<file path="src/rtl/mem_port_arbiter_pkg.sv">
// ---------------------------------------------------------------------------
// mem_port_arbiter_pkg
//  Shared definitions for the IFU/LSU memory-port arbiter: FSM state
//  encoding, master identifiers for the round-robin pointer, AXI response
//  codes and the IDLE-state arbitration function.
// ---------------------------------------------------------------------------
package mem_port_arbiter_pkg;

    // Raw state encodings, kept as plain constants so other blocks and
    // debug logic can decode the arbiter state without the enum type.
    localparam logic [1:0] ARB_IDLE   = 2'd0;
    localparam logic [1:0] ARB_RD_IFU = 2'd1;
    localparam logic [1:0] ARB_RD_LSU = 2'd2;
    localparam logic [1:0] ARB_WR_LSU = 2'd3;

    // AXI response codes.
    localparam logic [1:0] RESP_OKAY   = 2'b00;
    localparam logic [1:0] RESP_SLVERR = 2'b10;

    // Identity of the last granted master.
    localparam logic MST_IFU = 1'b0;
    localparam logic MST_LSU = 1'b1;

    typedef enum logic [1:0] {
        ST_IDLE   = ARB_IDLE,
        ST_RD_IFU = ARB_RD_IFU,
        ST_RD_LSU = ARB_RD_LSU,
        ST_WR_LSU = ARB_WR_LSU
    } arb_state_t;

    // Next state out of IDLE. On a tie the master that was not granted
    // last wins. Once the LSU is chosen, a complete write request (AW and
    // W both valid) takes priority over its read request.
    function automatic arb_state_t arb_pick(input logic ifu_req,
                                            input logic lsu_req,
                                            input logic lsu_wr,
                                            input logic rr_last);
        arb_state_t nxt;
        nxt = ST_IDLE;
        if (ifu_req && (!lsu_req || rr_last == MST_LSU)) begin
            nxt = ST_RD_IFU;
        end else if (lsu_req) begin
            nxt = lsu_wr ? ST_WR_LSU : ST_RD_LSU;
        end
        return nxt;
    endfunction

endpackage

</file>
<file path="src/rtl/mem_port_arbiter_if.sv">
// ---------------------------------------------------------------------------
// mem_port_arbiter_if
//  Bundle of every handshake/bus signal around the arbiter: the IFU port
//  (read only), the LSU port (read + write) and the MMU-side port (m_*).
//  Each request carries the requester's satp so the MMU translates in the
//  right context.
//  Modports:
//   slave  - the arbiter's view: it serves IFU/LSU and drives the MMU side.
//   master - the surrounding system's view: IFU, LSU and the MMU.
//  Parameters: ADDR_W (address and satp width), DATA_W (data width,
//  strobe width is DATA_W/8).
// ---------------------------------------------------------------------------
interface mem_port_arbiter_if #(
    parameter int ADDR_W = 32,
    parameter int DATA_W = 32
);
    localparam int STRB_W = DATA_W / 8;

    // IFU read port
    logic [ADDR_W-1:0] ifu_araddr;
    logic [2:0]        ifu_arsize;
    logic [7:0]        ifu_arlen;
    logic [1:0]        ifu_arburst;
    logic [ADDR_W-1:0] ifu_arsatp;
    logic              ifu_arvalid;
    logic              ifu_arready;
    logic [DATA_W-1:0] ifu_rdata;
    logic [1:0]        ifu_rresp;
    logic              ifu_rlast;
    logic              ifu_rvalid;
    logic              ifu_rready;

    // LSU read port
    logic [ADDR_W-1:0] lsu_araddr;
    logic [2:0]        lsu_arsize;
    logic [7:0]        lsu_arlen;
    logic [1:0]        lsu_arburst;
    logic [ADDR_W-1:0] lsu_arsatp;
    logic              lsu_arvalid;
    logic              lsu_arready;
    logic [DATA_W-1:0] lsu_rdata;
    logic [1:0]        lsu_rresp;
    logic              lsu_rlast;
    logic              lsu_rvalid;
    logic              lsu_rready;

    // LSU write port
    logic [ADDR_W-1:0] lsu_awaddr;
    logic [ADDR_W-1:0] lsu_awsatp;
    logic              lsu_awvalid;
    logic              lsu_awready;
    logic [DATA_W-1:0] lsu_wdata;
    logic [STRB_W-1:0] lsu_wstrb;
    logic              lsu_wvalid;
    logic              lsu_wready;
    logic [1:0]        lsu_bresp;
    logic              lsu_bvalid;
    logic              lsu_bready;

    // MMU-side port
    logic [ADDR_W-1:0] m_araddr;
    logic [2:0]        m_arsize;
    logic [7:0]        m_arlen;
    logic [1:0]        m_arburst;
    logic [ADDR_W-1:0] m_arsatp;
    logic              m_arvalid;
    logic              m_arready;
    logic [DATA_W-1:0] m_rdata;
    logic [1:0]        m_rresp;
    logic              m_rlast;
    logic              m_rvalid;
    logic              m_rready;
    logic [ADDR_W-1:0] m_awaddr;
    logic [ADDR_W-1:0] m_awsatp;
    logic              m_awvalid;
    logic              m_awready;
    logic [DATA_W-1:0] m_wdata;
    logic [STRB_W-1:0] m_wstrb;
    logic              m_wvalid;
    logic              m_wready;
    logic [1:0]        m_bresp;
    logic              m_bvalid;
    logic              m_bready;

    modport slave (
        input  ifu_araddr, ifu_arsize, ifu_arlen, ifu_arburst, ifu_arsatp,
               ifu_arvalid, ifu_rready,
        output ifu_arready, ifu_rdata, ifu_rresp, ifu_rlast, ifu_rvalid,
        input  lsu_araddr, lsu_arsize, lsu_arlen, lsu_arburst, lsu_arsatp,
               lsu_arvalid, lsu_rready,
        output lsu_arready, lsu_rdata, lsu_rresp, lsu_rlast, lsu_rvalid,
        input  lsu_awaddr, lsu_awsatp, lsu_awvalid, lsu_wdata, lsu_wstrb,
               lsu_wvalid, lsu_bready,
        output lsu_awready, lsu_wready, lsu_bresp, lsu_bvalid,
        output m_araddr, m_arsize, m_arlen, m_arburst, m_arsatp, m_arvalid,
               m_rready,
        input  m_arready, m_rdata, m_rresp, m_rlast, m_rvalid,
        output m_awaddr, m_awsatp, m_awvalid, m_wdata, m_wstrb, m_wvalid,
               m_bready,
        input  m_awready, m_wready, m_bresp, m_bvalid
    );

    modport master (
        output ifu_araddr, ifu_arsize, ifu_arlen, ifu_arburst, ifu_arsatp,
               ifu_arvalid, ifu_rready,
        input  ifu_arready, ifu_rdata, ifu_rresp, ifu_rlast, ifu_rvalid,
        output lsu_araddr, lsu_arsize, lsu_arlen, lsu_arburst, lsu_arsatp,
               lsu_arvalid, lsu_rready,
        input  lsu_arready, lsu_rdata, lsu_rresp, lsu_rlast, lsu_rvalid,
        output lsu_awaddr, lsu_awsatp, lsu_awvalid, lsu_wdata, lsu_wstrb,
               lsu_wvalid, lsu_bready,
        input  lsu_awready, lsu_wready, lsu_bresp, lsu_bvalid,
        input  m_araddr, m_arsize, m_arlen, m_arburst, m_arsatp, m_arvalid,
               m_rready,
        output m_arready, m_rdata, m_rresp, m_rlast, m_rvalid,
        input  m_awaddr, m_awsatp, m_awvalid, m_wdata, m_wstrb, m_wvalid,
               m_bready,
        output m_awready, m_wready, m_bresp, m_bvalid
    );

endinterface

</file>
<file path="src/rtl/mem_port_arbiter.sv">
// ---------------------------------------------------------------------------
// mem_port_arbiter
//  Shares the MMU's single upstream port between the IFU (reads only) and
//  the LSU (reads and writes). A grant covers one whole transaction: AR
//  through the last R beat, or AW+W through B. Arbitration happens only in
//  IDLE and is registered, so each grant costs one idle bubble cycle and
//  there is no combinational path from the request valids to the grant.
//  Ports:
//   clk  - clock
//   rst  - synchronous, active-high reset
//   bus  - mem_port_arbiter_if.slave: IFU, LSU and MMU-side channels
//  Address/data widths come from the interface parameters ADDR_W/DATA_W.
// ---------------------------------------------------------------------------
module mem_port_arbiter
    import mem_port_arbiter_pkg::*;
(
    input  logic                   clk,
    input  logic                   rst,
    mem_port_arbiter_if.slave      bus
);

    arb_state_t state;
    logic       rr_last;

    logic ifu_req;
    logic lsu_req;
    logic lsu_wr;
    logic rd_ifu;
    logic rd_lsu;
    logic wr_lsu;

    assign ifu_req = bus.ifu_arvalid;
    assign lsu_wr  = bus.lsu_awvalid & bus.lsu_wvalid;
    assign lsu_req = lsu_wr | bus.lsu_arvalid;

    assign rd_ifu = (state == ST_RD_IFU);
    assign rd_lsu = (state == ST_RD_LSU);
    assign wr_lsu = (state == ST_WR_LSU);

    // Grant FSM. The grant is locked until the owning transaction's final
    // handshake (last R beat or B), even if the owner drops its valids.
    always_ff @(posedge clk) begin
        if (rst) begin
            state   <= ST_IDLE;
            rr_last <= MST_LSU;
        end else begin
            case (state)
                ST_IDLE: begin
                    state <= arb_pick(ifu_req, lsu_req, lsu_wr, rr_last);
                    if (ifu_req && (!lsu_req || rr_last == MST_LSU)) begin
                        rr_last <= MST_IFU;
                    end else if (lsu_req) begin
                        rr_last <= MST_LSU;
                    end
                end
                ST_RD_IFU: begin
                    if (bus.m_rvalid && bus.ifu_rready && bus.m_rlast) begin
                        state <= ST_IDLE;
                    end
                end
                ST_RD_LSU: begin
                    if (bus.m_rvalid && bus.lsu_rready && bus.m_rlast) begin
                        state <= ST_IDLE;
                    end
                end
                ST_WR_LSU: begin
                    if (bus.m_bvalid && bus.lsu_bready) begin
                        state <= ST_IDLE;
                    end
                end
                default: state <= ST_IDLE;
            endcase
        end
    end

    // Read address mux. Payload follows the LSU only while it owns the
    // read path; every valid is qualified by the state.
    assign bus.m_araddr  = rd_lsu ? bus.lsu_araddr  : bus.ifu_araddr;
    assign bus.m_arsize  = rd_lsu ? bus.lsu_arsize  : bus.ifu_arsize;
    assign bus.m_arlen   = rd_lsu ? bus.lsu_arlen   : bus.ifu_arlen;
    assign bus.m_arburst = rd_lsu ? bus.lsu_arburst : bus.ifu_arburst;
    assign bus.m_arsatp  = rd_lsu ? bus.lsu_arsatp  : bus.ifu_arsatp;
    assign bus.m_arvalid = (rd_ifu & bus.ifu_arvalid) | (rd_lsu & bus.lsu_arvalid);
    assign bus.m_rready  = (rd_ifu & bus.ifu_rready)  | (rd_lsu & bus.lsu_rready);

    // arready is only ever the MMU's, steered to the owning master.
    assign bus.ifu_arready = rd_ifu & bus.m_arready;
    assign bus.lsu_arready = rd_lsu & bus.m_arready;

    // Read data fans out to both masters; only the owner sees rvalid.
    assign bus.ifu_rdata  = bus.m_rdata;
    assign bus.ifu_rresp  = bus.m_rresp;
    assign bus.ifu_rlast  = bus.m_rlast;
    assign bus.ifu_rvalid = rd_ifu & bus.m_rvalid;
    assign bus.lsu_rdata  = bus.m_rdata;
    assign bus.lsu_rresp  = bus.m_rresp;
    assign bus.lsu_rlast  = bus.m_rlast;
    assign bus.lsu_rvalid = rd_lsu & bus.m_rvalid;

    // Write path: only the LSU writes, so the payload is wired straight
    // through and just the handshakes are gated by the write grant.
    assign bus.m_awaddr    = bus.lsu_awaddr;
    assign bus.m_awsatp    = bus.lsu_awsatp;
    assign bus.m_awvalid   = wr_lsu & bus.lsu_awvalid;
    assign bus.lsu_awready = wr_lsu & bus.m_awready;
    assign bus.m_wdata     = bus.lsu_wdata;
    assign bus.m_wstrb     = bus.lsu_wstrb;
    assign bus.m_wvalid    = wr_lsu & bus.lsu_wvalid;
    assign bus.lsu_wready  = wr_lsu & bus.m_wready;
    assign bus.lsu_bresp   = bus.m_bresp;
    assign bus.lsu_bvalid  = wr_lsu & bus.m_bvalid;
    assign bus.m_bready    = wr_lsu & bus.lsu_bready;

endmodule

</file>
<file path="src/flat_wrapper.sv">
// flat-port wrapper written by rule: the top's interface ports become plain ports
module mem_port_arbiter_flat import mem_port_arbiter_pkg::*;
  (clk, rst, bus_ifu_araddr, bus_ifu_arsize, bus_ifu_arlen, bus_ifu_arburst, bus_ifu_arsatp, bus_ifu_arvalid, bus_ifu_rready, bus_ifu_arready, bus_ifu_rdata, bus_ifu_rresp, bus_ifu_rlast, bus_ifu_rvalid, bus_lsu_araddr, bus_lsu_arsize, bus_lsu_arlen, bus_lsu_arburst, bus_lsu_arsatp, bus_lsu_arvalid, bus_lsu_rready, bus_lsu_arready, bus_lsu_rdata, bus_lsu_rresp, bus_lsu_rlast, bus_lsu_rvalid, bus_lsu_awaddr, bus_lsu_awsatp, bus_lsu_awvalid, bus_lsu_wdata, bus_lsu_wstrb, bus_lsu_wvalid, bus_lsu_bready, bus_lsu_awready, bus_lsu_wready, bus_lsu_bresp, bus_lsu_bvalid, bus_m_araddr, bus_m_arsize, bus_m_arlen, bus_m_arburst, bus_m_arsatp, bus_m_arvalid, bus_m_rready, bus_m_arready, bus_m_rdata, bus_m_rresp, bus_m_rlast, bus_m_rvalid, bus_m_awaddr, bus_m_awsatp, bus_m_awvalid, bus_m_wdata, bus_m_wstrb, bus_m_wvalid, bus_m_bready, bus_m_awready, bus_m_wready, bus_m_bresp, bus_m_bvalid);
  mem_port_arbiter_if #(.ADDR_W(32), .DATA_W(32)) bus_i ();
  input  logic clk;
  input  logic rst;
  input wire logic [$bits(bus_i.ifu_araddr)-1:0] bus_ifu_araddr;
  input wire logic [$bits(bus_i.ifu_arsize)-1:0] bus_ifu_arsize;
  input wire logic [$bits(bus_i.ifu_arlen)-1:0] bus_ifu_arlen;
  input wire logic [$bits(bus_i.ifu_arburst)-1:0] bus_ifu_arburst;
  input wire logic [$bits(bus_i.ifu_arsatp)-1:0] bus_ifu_arsatp;
  input wire logic [$bits(bus_i.ifu_arvalid)-1:0] bus_ifu_arvalid;
  input wire logic [$bits(bus_i.ifu_rready)-1:0] bus_ifu_rready;
  output wire logic [$bits(bus_i.ifu_arready)-1:0] bus_ifu_arready;
  output wire logic [$bits(bus_i.ifu_rdata)-1:0] bus_ifu_rdata;
  output wire logic [$bits(bus_i.ifu_rresp)-1:0] bus_ifu_rresp;
  output wire logic [$bits(bus_i.ifu_rlast)-1:0] bus_ifu_rlast;
  output wire logic [$bits(bus_i.ifu_rvalid)-1:0] bus_ifu_rvalid;
  input wire logic [$bits(bus_i.lsu_araddr)-1:0] bus_lsu_araddr;
  input wire logic [$bits(bus_i.lsu_arsize)-1:0] bus_lsu_arsize;
  input wire logic [$bits(bus_i.lsu_arlen)-1:0] bus_lsu_arlen;
  input wire logic [$bits(bus_i.lsu_arburst)-1:0] bus_lsu_arburst;
  input wire logic [$bits(bus_i.lsu_arsatp)-1:0] bus_lsu_arsatp;
  input wire logic [$bits(bus_i.lsu_arvalid)-1:0] bus_lsu_arvalid;
  input wire logic [$bits(bus_i.lsu_rready)-1:0] bus_lsu_rready;
  output wire logic [$bits(bus_i.lsu_arready)-1:0] bus_lsu_arready;
  output wire logic [$bits(bus_i.lsu_rdata)-1:0] bus_lsu_rdata;
  output wire logic [$bits(bus_i.lsu_rresp)-1:0] bus_lsu_rresp;
  output wire logic [$bits(bus_i.lsu_rlast)-1:0] bus_lsu_rlast;
  output wire logic [$bits(bus_i.lsu_rvalid)-1:0] bus_lsu_rvalid;
  input wire logic [$bits(bus_i.lsu_awaddr)-1:0] bus_lsu_awaddr;
  input wire logic [$bits(bus_i.lsu_awsatp)-1:0] bus_lsu_awsatp;
  input wire logic [$bits(bus_i.lsu_awvalid)-1:0] bus_lsu_awvalid;
  input wire logic [$bits(bus_i.lsu_wdata)-1:0] bus_lsu_wdata;
  input wire logic [$bits(bus_i.lsu_wstrb)-1:0] bus_lsu_wstrb;
  input wire logic [$bits(bus_i.lsu_wvalid)-1:0] bus_lsu_wvalid;
  input wire logic [$bits(bus_i.lsu_bready)-1:0] bus_lsu_bready;
  output wire logic [$bits(bus_i.lsu_awready)-1:0] bus_lsu_awready;
  output wire logic [$bits(bus_i.lsu_wready)-1:0] bus_lsu_wready;
  output wire logic [$bits(bus_i.lsu_bresp)-1:0] bus_lsu_bresp;
  output wire logic [$bits(bus_i.lsu_bvalid)-1:0] bus_lsu_bvalid;
  output wire logic [$bits(bus_i.m_araddr)-1:0] bus_m_araddr;
  output wire logic [$bits(bus_i.m_arsize)-1:0] bus_m_arsize;
  output wire logic [$bits(bus_i.m_arlen)-1:0] bus_m_arlen;
  output wire logic [$bits(bus_i.m_arburst)-1:0] bus_m_arburst;
  output wire logic [$bits(bus_i.m_arsatp)-1:0] bus_m_arsatp;
  output wire logic [$bits(bus_i.m_arvalid)-1:0] bus_m_arvalid;
  output wire logic [$bits(bus_i.m_rready)-1:0] bus_m_rready;
  input wire logic [$bits(bus_i.m_arready)-1:0] bus_m_arready;
  input wire logic [$bits(bus_i.m_rdata)-1:0] bus_m_rdata;
  input wire logic [$bits(bus_i.m_rresp)-1:0] bus_m_rresp;
  input wire logic [$bits(bus_i.m_rlast)-1:0] bus_m_rlast;
  input wire logic [$bits(bus_i.m_rvalid)-1:0] bus_m_rvalid;
  output wire logic [$bits(bus_i.m_awaddr)-1:0] bus_m_awaddr;
  output wire logic [$bits(bus_i.m_awsatp)-1:0] bus_m_awsatp;
  output wire logic [$bits(bus_i.m_awvalid)-1:0] bus_m_awvalid;
  output wire logic [$bits(bus_i.m_wdata)-1:0] bus_m_wdata;
  output wire logic [$bits(bus_i.m_wstrb)-1:0] bus_m_wstrb;
  output wire logic [$bits(bus_i.m_wvalid)-1:0] bus_m_wvalid;
  output wire logic [$bits(bus_i.m_bready)-1:0] bus_m_bready;
  input wire logic [$bits(bus_i.m_awready)-1:0] bus_m_awready;
  input wire logic [$bits(bus_i.m_wready)-1:0] bus_m_wready;
  input wire logic [$bits(bus_i.m_bresp)-1:0] bus_m_bresp;
  input wire logic [$bits(bus_i.m_bvalid)-1:0] bus_m_bvalid;
  assign bus_i.ifu_araddr = bus_ifu_araddr;
  assign bus_i.ifu_arsize = bus_ifu_arsize;
  assign bus_i.ifu_arlen = bus_ifu_arlen;
  assign bus_i.ifu_arburst = bus_ifu_arburst;
  assign bus_i.ifu_arsatp = bus_ifu_arsatp;
  assign bus_i.ifu_arvalid = bus_ifu_arvalid;
  assign bus_i.ifu_rready = bus_ifu_rready;
  assign bus_ifu_arready = bus_i.ifu_arready;
  assign bus_ifu_rdata = bus_i.ifu_rdata;
  assign bus_ifu_rresp = bus_i.ifu_rresp;
  assign bus_ifu_rlast = bus_i.ifu_rlast;
  assign bus_ifu_rvalid = bus_i.ifu_rvalid;
  assign bus_i.lsu_araddr = bus_lsu_araddr;
  assign bus_i.lsu_arsize = bus_lsu_arsize;
  assign bus_i.lsu_arlen = bus_lsu_arlen;
  assign bus_i.lsu_arburst = bus_lsu_arburst;
  assign bus_i.lsu_arsatp = bus_lsu_arsatp;
  assign bus_i.lsu_arvalid = bus_lsu_arvalid;
  assign bus_i.lsu_rready = bus_lsu_rready;
  assign bus_lsu_arready = bus_i.lsu_arready;
  assign bus_lsu_rdata = bus_i.lsu_rdata;
  assign bus_lsu_rresp = bus_i.lsu_rresp;
  assign bus_lsu_rlast = bus_i.lsu_rlast;
  assign bus_lsu_rvalid = bus_i.lsu_rvalid;
  assign bus_i.lsu_awaddr = bus_lsu_awaddr;
  assign bus_i.lsu_awsatp = bus_lsu_awsatp;
  assign bus_i.lsu_awvalid = bus_lsu_awvalid;
  assign bus_i.lsu_wdata = bus_lsu_wdata;
  assign bus_i.lsu_wstrb = bus_lsu_wstrb;
  assign bus_i.lsu_wvalid = bus_lsu_wvalid;
  assign bus_i.lsu_bready = bus_lsu_bready;
  assign bus_lsu_awready = bus_i.lsu_awready;
  assign bus_lsu_wready = bus_i.lsu_wready;
  assign bus_lsu_bresp = bus_i.lsu_bresp;
  assign bus_lsu_bvalid = bus_i.lsu_bvalid;
  assign bus_m_araddr = bus_i.m_araddr;
  assign bus_m_arsize = bus_i.m_arsize;
  assign bus_m_arlen = bus_i.m_arlen;
  assign bus_m_arburst = bus_i.m_arburst;
  assign bus_m_arsatp = bus_i.m_arsatp;
  assign bus_m_arvalid = bus_i.m_arvalid;
  assign bus_m_rready = bus_i.m_rready;
  assign bus_i.m_arready = bus_m_arready;
  assign bus_i.m_rdata = bus_m_rdata;
  assign bus_i.m_rresp = bus_m_rresp;
  assign bus_i.m_rlast = bus_m_rlast;
  assign bus_i.m_rvalid = bus_m_rvalid;
  assign bus_m_awaddr = bus_i.m_awaddr;
  assign bus_m_awsatp = bus_i.m_awsatp;
  assign bus_m_awvalid = bus_i.m_awvalid;
  assign bus_m_wdata = bus_i.m_wdata;
  assign bus_m_wstrb = bus_i.m_wstrb;
  assign bus_m_wvalid = bus_i.m_wvalid;
  assign bus_m_bready = bus_i.m_bready;
  assign bus_i.m_awready = bus_m_awready;
  assign bus_i.m_wready = bus_m_wready;
  assign bus_i.m_bresp = bus_m_bresp;
  assign bus_i.m_bvalid = bus_m_bvalid;
  mem_port_arbiter u_core (.clk(clk), .rst(rst), .bus(bus_i));
endmodule
</file>
<file path="config.mk">
export PLATFORM = sky130hd
export DESIGN_NAME = mem_port_arbiter_flat
export DESIGN_NICKNAME = d
export VERILOG_FILES = /design/src/rtl/mem_port_arbiter_pkg.sv /design/src/rtl/mem_port_arbiter_if.sv /design/src/rtl/mem_port_arbiter.sv /design/src/flat_wrapper.sv
export SDC_FILE = /design/constraint.sdc
export NUM_CORES = 1
export LEC_CHECK = 0
export CAP_MARGIN = 0
export CORE_AREA = 5 5 217 219
export DETAILED_ROUTE_END_ITERATION = 10
export DIE_AREA = 0 0 222 224
export HOLD_SLACK_MARGIN = 0.05
export SLEW_MARGIN = 30
export SYNTH_ARGS = -nofsm -noshare
export SYNTH_HDL_FRONTEND = slang
export SYNTH_SLANG_ARGS = --single-unit
</file>
<file path="constraint.sdc">
create_clock -name clk -period 1.92 [get_ports clk]
set_input_delay 0.384 -clock clk [delete_from_list [all_inputs] [get_ports clk]]
set_output_delay 0.384 -clock clk [all_outputs]
set_load 0.01 [all_outputs]
</file>
==> results of run 1 <==
cells in the final DEF, fill, tap and decap left out:
master,count
sky130_fd_sc_hd__a211oi_1,1
sky130_fd_sc_hd__a21oi_1,3
sky130_fd_sc_hd__a221o_1,1
sky130_fd_sc_hd__a221oi_1,1
sky130_fd_sc_hd__a22o_1,1
sky130_fd_sc_hd__a41oi_1,1
sky130_fd_sc_hd__and2_1,4
sky130_fd_sc_hd__and2b_2,1
sky130_fd_sc_hd__and3_1,6
sky130_fd_sc_hd__buf_12,14
sky130_fd_sc_hd__buf_16,1
sky130_fd_sc_hd__buf_2,2
sky130_fd_sc_hd__buf_4,21
sky130_fd_sc_hd__buf_6,85
sky130_fd_sc_hd__buf_8,7
sky130_fd_sc_hd__clkbuf_1,1
sky130_fd_sc_hd__clkbuf_16,5
sky130_fd_sc_hd__clkbuf_2,19
sky130_fd_sc_hd__clkdlybuf4s50_1,168
sky130_fd_sc_hd__dfxtp_1,2
sky130_fd_sc_hd__dfxtp_2,1
sky130_fd_sc_hd__dlygate4sd2_1,6
sky130_fd_sc_hd__dlymetal6s2s_1,1
sky130_fd_sc_hd__mux2_4,77
sky130_fd_sc_hd__nand2_1,3
sky130_fd_sc_hd__nand2_2,1
sky130_fd_sc_hd__nand2b_1,2
sky130_fd_sc_hd__nand3_1,2
sky130_fd_sc_hd__nor2_1,1
sky130_fd_sc_hd__nor2b_4,1
sky130_fd_sc_hd__nor3_1,1
sky130_fd_sc_hd__o21ai_4,1
sky130_fd_sc_hd__o32ai_1,1
power groups by stage:
| stage | clock network, W | logic, W | registers, W |
|---|---|---|---|
| after floorplan | 0 | 0.000940 | 0.0000777 |
| after global placement | 0 | 0.00141 | 0.0000769 |
| after detailed placement | 0 | 0.00141 | 0.0000772 |
| after CTS | 0.000344 | 0.00143 | 0.0000774 |
| after global routing | 0.000352 | 0.00176 | 0.0000791 |
| final | 0.000334 | 0.00167 | 0.0000775 |
how the worst max path moves through the flow:
stage                  endpoint  slack (ns)
3_5_place_dp    bus_m_araddr[6]       -0.20
5_1_grt        bus_m_arsatp[17]       -0.22
2_1_floorplan   bus_m_araddr[0]        0.39
3_3_place_gp    bus_m_araddr[6]       -0.18
6_report       bus_m_arsatp[17]       -0.15
4_1_cts         bus_m_araddr[8]       -0.35
cell type report:
type	instances	area share (%)
Clock buffer	4	1.384
Sequential cell	3	1.077
Tap cell	600	13.18
Multi-Input combinational cell	109	24.13
Timing Repair Buffer	326	60.23
through the flow:
stage | total power, W | area, um^2 | TNS [ns] | setup slack (ns) | util, %
4_1_cts | 0.001849 | 5157 | -8.820 | -0.3470 | 11.49
5_1_grt | 0.002191 | 5694 | -11.27 | -0.2219 | 12.68
3_5_place_dp | 0.001485 | 4971 | -7.480 | -0.1960 | 11.07
6_report | 0.002081 | 5694 | -6.319 | -0.1515 | 12.68
3_3_place_gp | 0.001482 | 4971 | -6.341 | -0.1797 | 11.07
2_1_floorplan | 0.001018 | 2875 | 0 | 0.3864 | -
flip-flops by register name, summed over array words and instances (netlist names):
signal,flops
u_core.rr_last,1
u_core.state,2
worst max-delay path: cells and delay by family, from the launching register on:
kind	cells	cell delay, ns
multiplexers	1	0.29
flip-flops	1	0.31
AND/OR/NAND/NOR	1	0.22
buffers and inverters	5	0.62
metal layers:
metal	part of all wire (%)	track usage [%]	wire length, um	vias to the layer above
met3	17	5.556	3145	79
met5	0.24	0	45	-
met2	50	11.98	9361	350
li1	-	-	-	1106
met4	4.7	2.903	875	8
met1	28	5.120	5160	1108
repair_timing:
item                       CTS  global route
hold endpoints to repair     0             0
gates resized for setup    198           204
setup endpoints to repair   81            79
setup buffers               12            35
cloned                       2             2
cells by family (layout without fill, tap and decap cells):
kind of cell | count (synthesis) | count (layout)
simple gates | 22 | 22
buf+inv | 183 | 330
mux | 77 | 77
flops | 3 | 3
compound gates | 10 | 10
==> summary.md, run 1 <==
The flow ran to the end, but the final reports show violations. The checks that failed: setup timing. Largest family of logic cells by synthesized area: buffers and inverters. At the end of routability-driven placement, the weighted congestion stood at 0.8644. The xor and xnor fraction of the mapped netlist area is 0%, and the hold buffer count at CTS is 0. The multi-input combinational cells in the finished layout cover a total of 1374 um^2. The synthesized design devotes to its leading area cell type 44.91% of total area. Counting along the longest clock path gives a buffer depth of 2.

Actual slew at the worst max-slew pin: 0.3426 ns. Of the total power, the share spent switching nets is 29.74%. Post-synthesis instance total: 295.

The width of the die came out at 222 um. Summing the sequential cell areas from Yosys gives 2.089% of the chip area. The fraction of layout instances using a drive strength above 1 is 53.39%, and the number of distinct library cells after synthesis is 25.

Between clock sinks in the finished design, the worst skew comes to 0.0004668 ns. At the later pin of the worst-skew pair, clock insertion delay measures 0.22 ns. Dividing total power by cell area gives a power density of 365.5 nW/um^2.

The worst ir drop on vdd is 0.2096 mV. The number of antenna diodes in the final layout is 0. 566 I/O pins were placed. The tools report the launch point of the worst path as u_core.state[1].

Of all nets on the critical path, the largest fanout is 8. By instance count, the cell type seen most on the critical path is sky130_fd_sc_hd__buf_6. The signal on the critical path passes through nor2b_4 -> buf_12 -> buf_8 -> clkbuf_16 -> buf_6 -> mux2_4 -> buf_6.

Setup repair after global routing could not meet its margin everywhere. The run gives 18590 um as the routed wire length. The layout overhead on the synthesized area was 98.04%. In this run the static leakage power is 2.329 nW.

The most area-hungry cell type in the Yosys netlist was sky130_fd_sc_hd__buf_4. Worst hold endpoint: u_core.rr_last. The run gives 1.54 ns as the endpoint required time on the critical path. For the H-tree depth, the log shows 1.

Registers take 61.31 um^2. The most used flip-flop cell after synthesis is sky130_fd_sc_hd__dfxtp_1. Across all register-to-register paths, the minimum setup slack is 0.36 ns.

Summing the areas of all and, or, nand and nor instances in the mapped netlist gives 4.352% of the synthesized area. Counting flops and latches in the post-synthesis netlist gives 3. In the synthesized netlist the async set-or-reset flop fraction comes to 0%. Post-placement cell count: 990. The tool flagged a number of max-cap violations equal to 0. The worst register-to-register path has a depth of 8.

In the routed design, unresolved DRC markers number 0. The portion of synthesized area spent on multiplexers is 40.08%. Clock-pin slew was measured on the worst setup and hold paths at 0.03 ns.

The root buffer cell chosen for the clock tree is sky130_fd_sc_hd__clkbuf_16. Average instance area after synthesis: 9.747 um^2. The run gives 77.16% as the relative slew slack. The layout has 5046 filler cells. Counting flops with a built-in enable in the synthesized netlist gives 0. The first detailed-routing pass ran for 4 iterations. The tools report the minimum setup slack in the final design as -0.1515 ns. In the finished design, the share of the clock period the worst path needs comes to 107.9%. The delay of the slowest cell on the worst path came out at 0.31 ns. The worst hold path begins at u_core.rr_last. The clock network is responsible for 16.1% of the overall power. The number of sinks driven by the clock tree was 3. For the number of antenna violations at the first check in global routing, the log shows 6.

The worst setup path is launched from a flip-flop. The number of clock buffers added by TritonCTS is 3. For this run, the number of standard cells in the final layout without fillers is 1042.

The number of nets handed over by synthesis was 600. The initial utilization of the core area, before any placement, comes to 6.405%. Sequential share of power: 3.7%.

TritonCTS built the clock tree. The worst register-to-register path begins at u_core.state[0]. Sorting the synthesized cells by area gives the leading types as sky130_fd_sc_hd__buf_4, sky130_fd_sc_hd__mux2_4, sky130_fd_sc_hd__buf_12. The synthesized netlist occupies a cell area of 2875 um^2. The worst path in the final design needs a cycle of 2.071 ns, including I/O delays and setup.

The tightest hold path in the finished design has a slack of 0.5107 ns. Summing the areas of all compound-gate instances in the mapped netlist gives 2.524% of the synthesized area. Among all stages on the critical path, the largest delay is contributed by sky130_fd_sc_hd__dfxtp_2. For this run, the post-layout net count is 748.

Once detailed placement completed, the half-perimeter wirelength came to 15750 um. The run gives 44890 um^2 as the core footprint. The number of pins exceeding their max-slew limit in the final report came out at 0. The floorplan has 78 rows.

Die height: 224 um. The die area is 49730 um^2, and the remaining global-route overflow is 0. The tools report the count of final hold-check violations as 0. The path class of the tightest hold or removal check is flip-flop to flip-flop. The part of the power in combinational logic is 80.2%. The tools report the capturing element type of the critical path as an output port.

In the final routed layout, each cell accounts on average for 17.84 um. After synthesis, the most frequently instantiated cells are sky130_fd_sc_hd__buf_4, sky130_fd_sc_hd__mux2_4, sky130_fd_sc_hd__buf_12. The routed layout has 2651 vias. Setup violations remaining at the end of the flow were counted as 75. The first global-routing pass estimated 23230 um of wire. The Yosys step of the flow raised 0 warnings. The tools report the capturing point of the worst reg2reg path as u_core.state[1]. The worst setup path is of the flip-flop to output port kind. Entering global routing, the biggest net connects 18 pins. The tools report the post-detailed-route count of antenna-violating nets as 0.

The number of cells on the worst hold path came out at 2. The count of input and output buffers was 259; the net switching component of the power was 0.0006191 W. Derived from the worst setup path, the maximum achievable clock frequency is 482.8 MHz. The number of global-route vias before repair is 2732.

Using the TritonRoute via totals, the vias-per-cell ratio works out to 2.544. The run gives 0.001462 W as the internal power summed over all cells. Among all cell types in the netlist, the one instantiated most often is sky130_fd_sc_hd__buf_4. For the total routing resource utilization after global routing, the log shows 6.656%.

STA puts the critical path data arrival time at 1.69 ns. For the number of DRC markers after the initial detailed-route iteration, the log shows 57. Synthesized-area fraction occupied by adder cells: 0%.
(Power assumes the default switching activity.)
==> inputs of run 2 (changes only) <==
- REMOVE_ABC_BUFFERS: unset -> 1
- clock period: 1.92 -> 2.05 ns (I/O delays scaled with it)
==> run 2 against run 1 <==
Net effect:
- critical endpoint is now bus_m_araddr[21]
- via count grew 5.8%
- critical path type unchanged
- highest routed layer unchanged
- die area unchanged
- clock power down 4%
- largest cell class unchanged
- the run now ends clean
==> summary.md, run 2 (synthesized netlist as in run 1, its figures left out) <==
The run finished with clean final reports. Power spread over the standard cell area amounts to 331.0 nW/um^2. Setup repair after global routing could not meet its margin everywhere. Of the total power, the share spent switching nets is 29.78%.

The number of DRC markers after the initial detailed-route iteration was 130. The delay of the slowest cell on the worst path was 0.31 ns; the flip-flop count of the largest register, all copies and words added was 2. The remaining global-route overflow was 0. In this run the number of cells on the critical path is 7.

The area growth from synthesis to layout is 82.42%. The largest net degree at the start of global routing was 14. Counting both buffers and inverters, the worst setup path holds a total of 5. Critical path's slowest cell: sky130_fd_sc_hd__dfxtp_2.

The run gives 18.4% as the share of total power in the clock network. Walking the worst path, the cells encountered are nor2b_4 -> buf_6 -> buf_12 -> buf_12 -> buf_6 -> mux2_4 -> buf_6. STA puts the critical path data required time at 1.64 ns. Cell internal power was estimated by the tool at 0.001219 W. The analysis attributes to net switching a power of 0.0005170 W. The data arrival time of the worst path was 1.61 ns. The tools report the die area as 49730 um^2. The critical setup path kind was flip-flop to output port. For the via count, the log shows 2805. Most common cell after layout, fill and taps aside: sky130_fd_sc_hd__clkdlybuf4s50_1. The fraction of layout instances using a drive strength above 1 came out at 43.96%.

The global-route wire length before repair was 50890 um. The logs give 2855 for the number of global-route vias before repair and 44890 um^2 for the core footprint. In the layout the commonest cells are sky130_fd_sc_hd__clkdlybuf4s50_1, sky130_fd_sc_hd__mux2_4, sky130_fd_sc_hd__buf_6, sky130_fd_sc_hd__dlygate4sd2_1, sky130_fd_sc_hd__buf_4. The worst ir drop on vdd was 0.1422 mV; the setup clock skew after layout was 0.002542 ns. Summed over all layers, the routed wires come to 44560 um.

Counting the buffers created by CTS gives 3. The number of antenna violations at the first check in global routing came out at 8. Across every metal layer, demand over resource in global routing totals 16.86%. Pin placement for this block handled 566 I/O pins.

The later pin in the worst-skew pair is clocked with a latency of 0.23 ns. The path class of the tightest hold or removal check is flip-flop to flip-flop. Register name with the most flops: u_core.state. Fill cells in the final layout number 5135. The number of sinks driven by the clock tree is 3, and the die height is 224 um. For this run, design rule violations remaining after detail routing come to 0.

TritonCTS built the clock tree. The floorplan has 78 rows. Derived from the worst setup path, the maximum achievable clock frequency is 493.9 MHz. The category of the worst setup path launch point is a flip-flop. Measured along the x axis, the die boundary spans 222 um.

Dividing the final minimum period by the clock period gives 98.78%. H-tree depth: 1. For this run, the share of the core covered by cells in the final layout is 11.68%. Setup violations remaining at the end of the flow were counted as 0. The largest registers in the layout are u_core.state x2, u_core.rr_last x1.

The worst path needs 2.025 ns of the cycle, external delays included. Clock-pin slew on the worst setup and hold paths: 0.03 ns. Buffers placed on the I/O ports in this run total 259. The actual slew at the worst max-slew pin works out to 0.2783 ns.

Using the TritonRoute via totals, the vias-per-cell ratio works out to 2.758. Counting instances, the worst hold path has a depth of 2. Max-cap violations in this run came to 0. The part of the power in combinational logic was 77.4%; the half-perimeter wire length after detailed placement was 41360 um.

Maximum net fanout on the critical path: 8. At the end of routability-driven placement, the weighted congestion stood at 0.9288. The run gives 720 as the number of nets in the final layout. Summed over all cells, the static leakage comes to 2.126 nW. The power consumption is 0.001736 W. Kind of cell with the highest combined delay on the critical path: buffers and inverters.

The logs give 81.31% for the relative slew slack and 6.405% for the effective utilization at floorplan. The cell repeated most along the worst path is sky130_fd_sc_hd__buf_6. Count of final hold-check violations: 0.

The number of buffers on the longest clock path is 2. STA classifies the critical path endpoint as an output port. The worst register-to-register path has a depth of 6. The library cell used as clock root buffer was sky130_fd_sc_hd__clkbuf_16. For this run, the detailed router's first-pass iteration total came to 4. The number of pins exceeding their max-slew limit in the final report is 0, and the routed length per instance is 43.82 um. The logs give 0 for the post-detailed-route count of antenna-violating nets and 4.2% for the sequential share of power.
[run 2: layout make-up]
cell class                 count  area, um^2  area share [%]
tap                          600       750.7           14.31
timing repair buffer         298        2989           56.99
multi-input combinational    109        1356           25.86
clock buffer                   4       78.83           1.503
sequential                     3       62.56           1.193
antenna                        3       7.507          0.1431
[run 2: stage by stage]
stage                     hold slack, ns  setup WS (ns)  instance area (um^2)  std cells  setup TNS (ns)
after floorplan                   0.4617         -2.613                  1410        112         -213.39
after global placement            0.4814       -0.09643                  4994        989          -2.151
final                             0.5097        0.02511                  5245       1017               0
after detailed placement          0.4979       -0.08266                  4994        989          -2.731
after CTS                         0.5068       -0.07260                  5122       1014         -0.4374
after global routing              0.5621       -0.04873                  5243       1016         -0.7095
[run 2: metal layers]
metal	share of wire, %	track usage [%]
met5	1.1	5.598
met4	0.32	0.5767
met3	30	24.65
met2	47	28.35
met1	21	10.42
[run 2: what timing repair did]
| item | in CTS | in global routing |
|---|---|---|
| setup buffers | 19 | 2 |
| gates cloned | 2 | 1 |
| endpoints found under the hold margin | 0 | 0 |
| endpoints found under the setup margin | 84 | 71 |
| resized for setup | 249 | 51 |
| hold buffers | 0 | 0 |
[run 2: path summary, 6_finish.rpt]
| kind | end | start | slack [ns] |
|---|---|---|---|
| max | bus_m_araddr[21] | u_core.state[1] | 0.03 |
| min reg2reg | u_core.rr_last | u_core.rr_last | 0.51 |
| min | u_core.rr_last | u_core.rr_last | 0.51 |
| max reg2reg | u_core.state[1] | u_core.state[1] | 0.69 |
[run 2: power groups by stage]
| stage | clock network, W | registers, W | logic [W] |
|---|---|---|---|
| 3_3_place_gp | 0 | 0.0000721 | 0.00129 |
| 4_1_cts | 0.000321 | 0.0000721 | 0.00131 |
| 2_1_floorplan | 0 | 0.0000787 | 0.000502 |
| 6_report | 0.000320 | 0.0000729 | 0.00134 |
| 5_1_grt | 0.000331 | 0.0000745 | 0.00143 |
| 3_5_place_dp | 0 | 0.0000723 | 0.00130 |
[run 2: tightest hold or removal path, delay by kind of cell, from the launching register on]
kind	cells	cell delay, ns
flip-flops	1	0.34
AND/OR/NAND/NOR	1	0.06
AO/OA/AOI/OAI	1	0.08
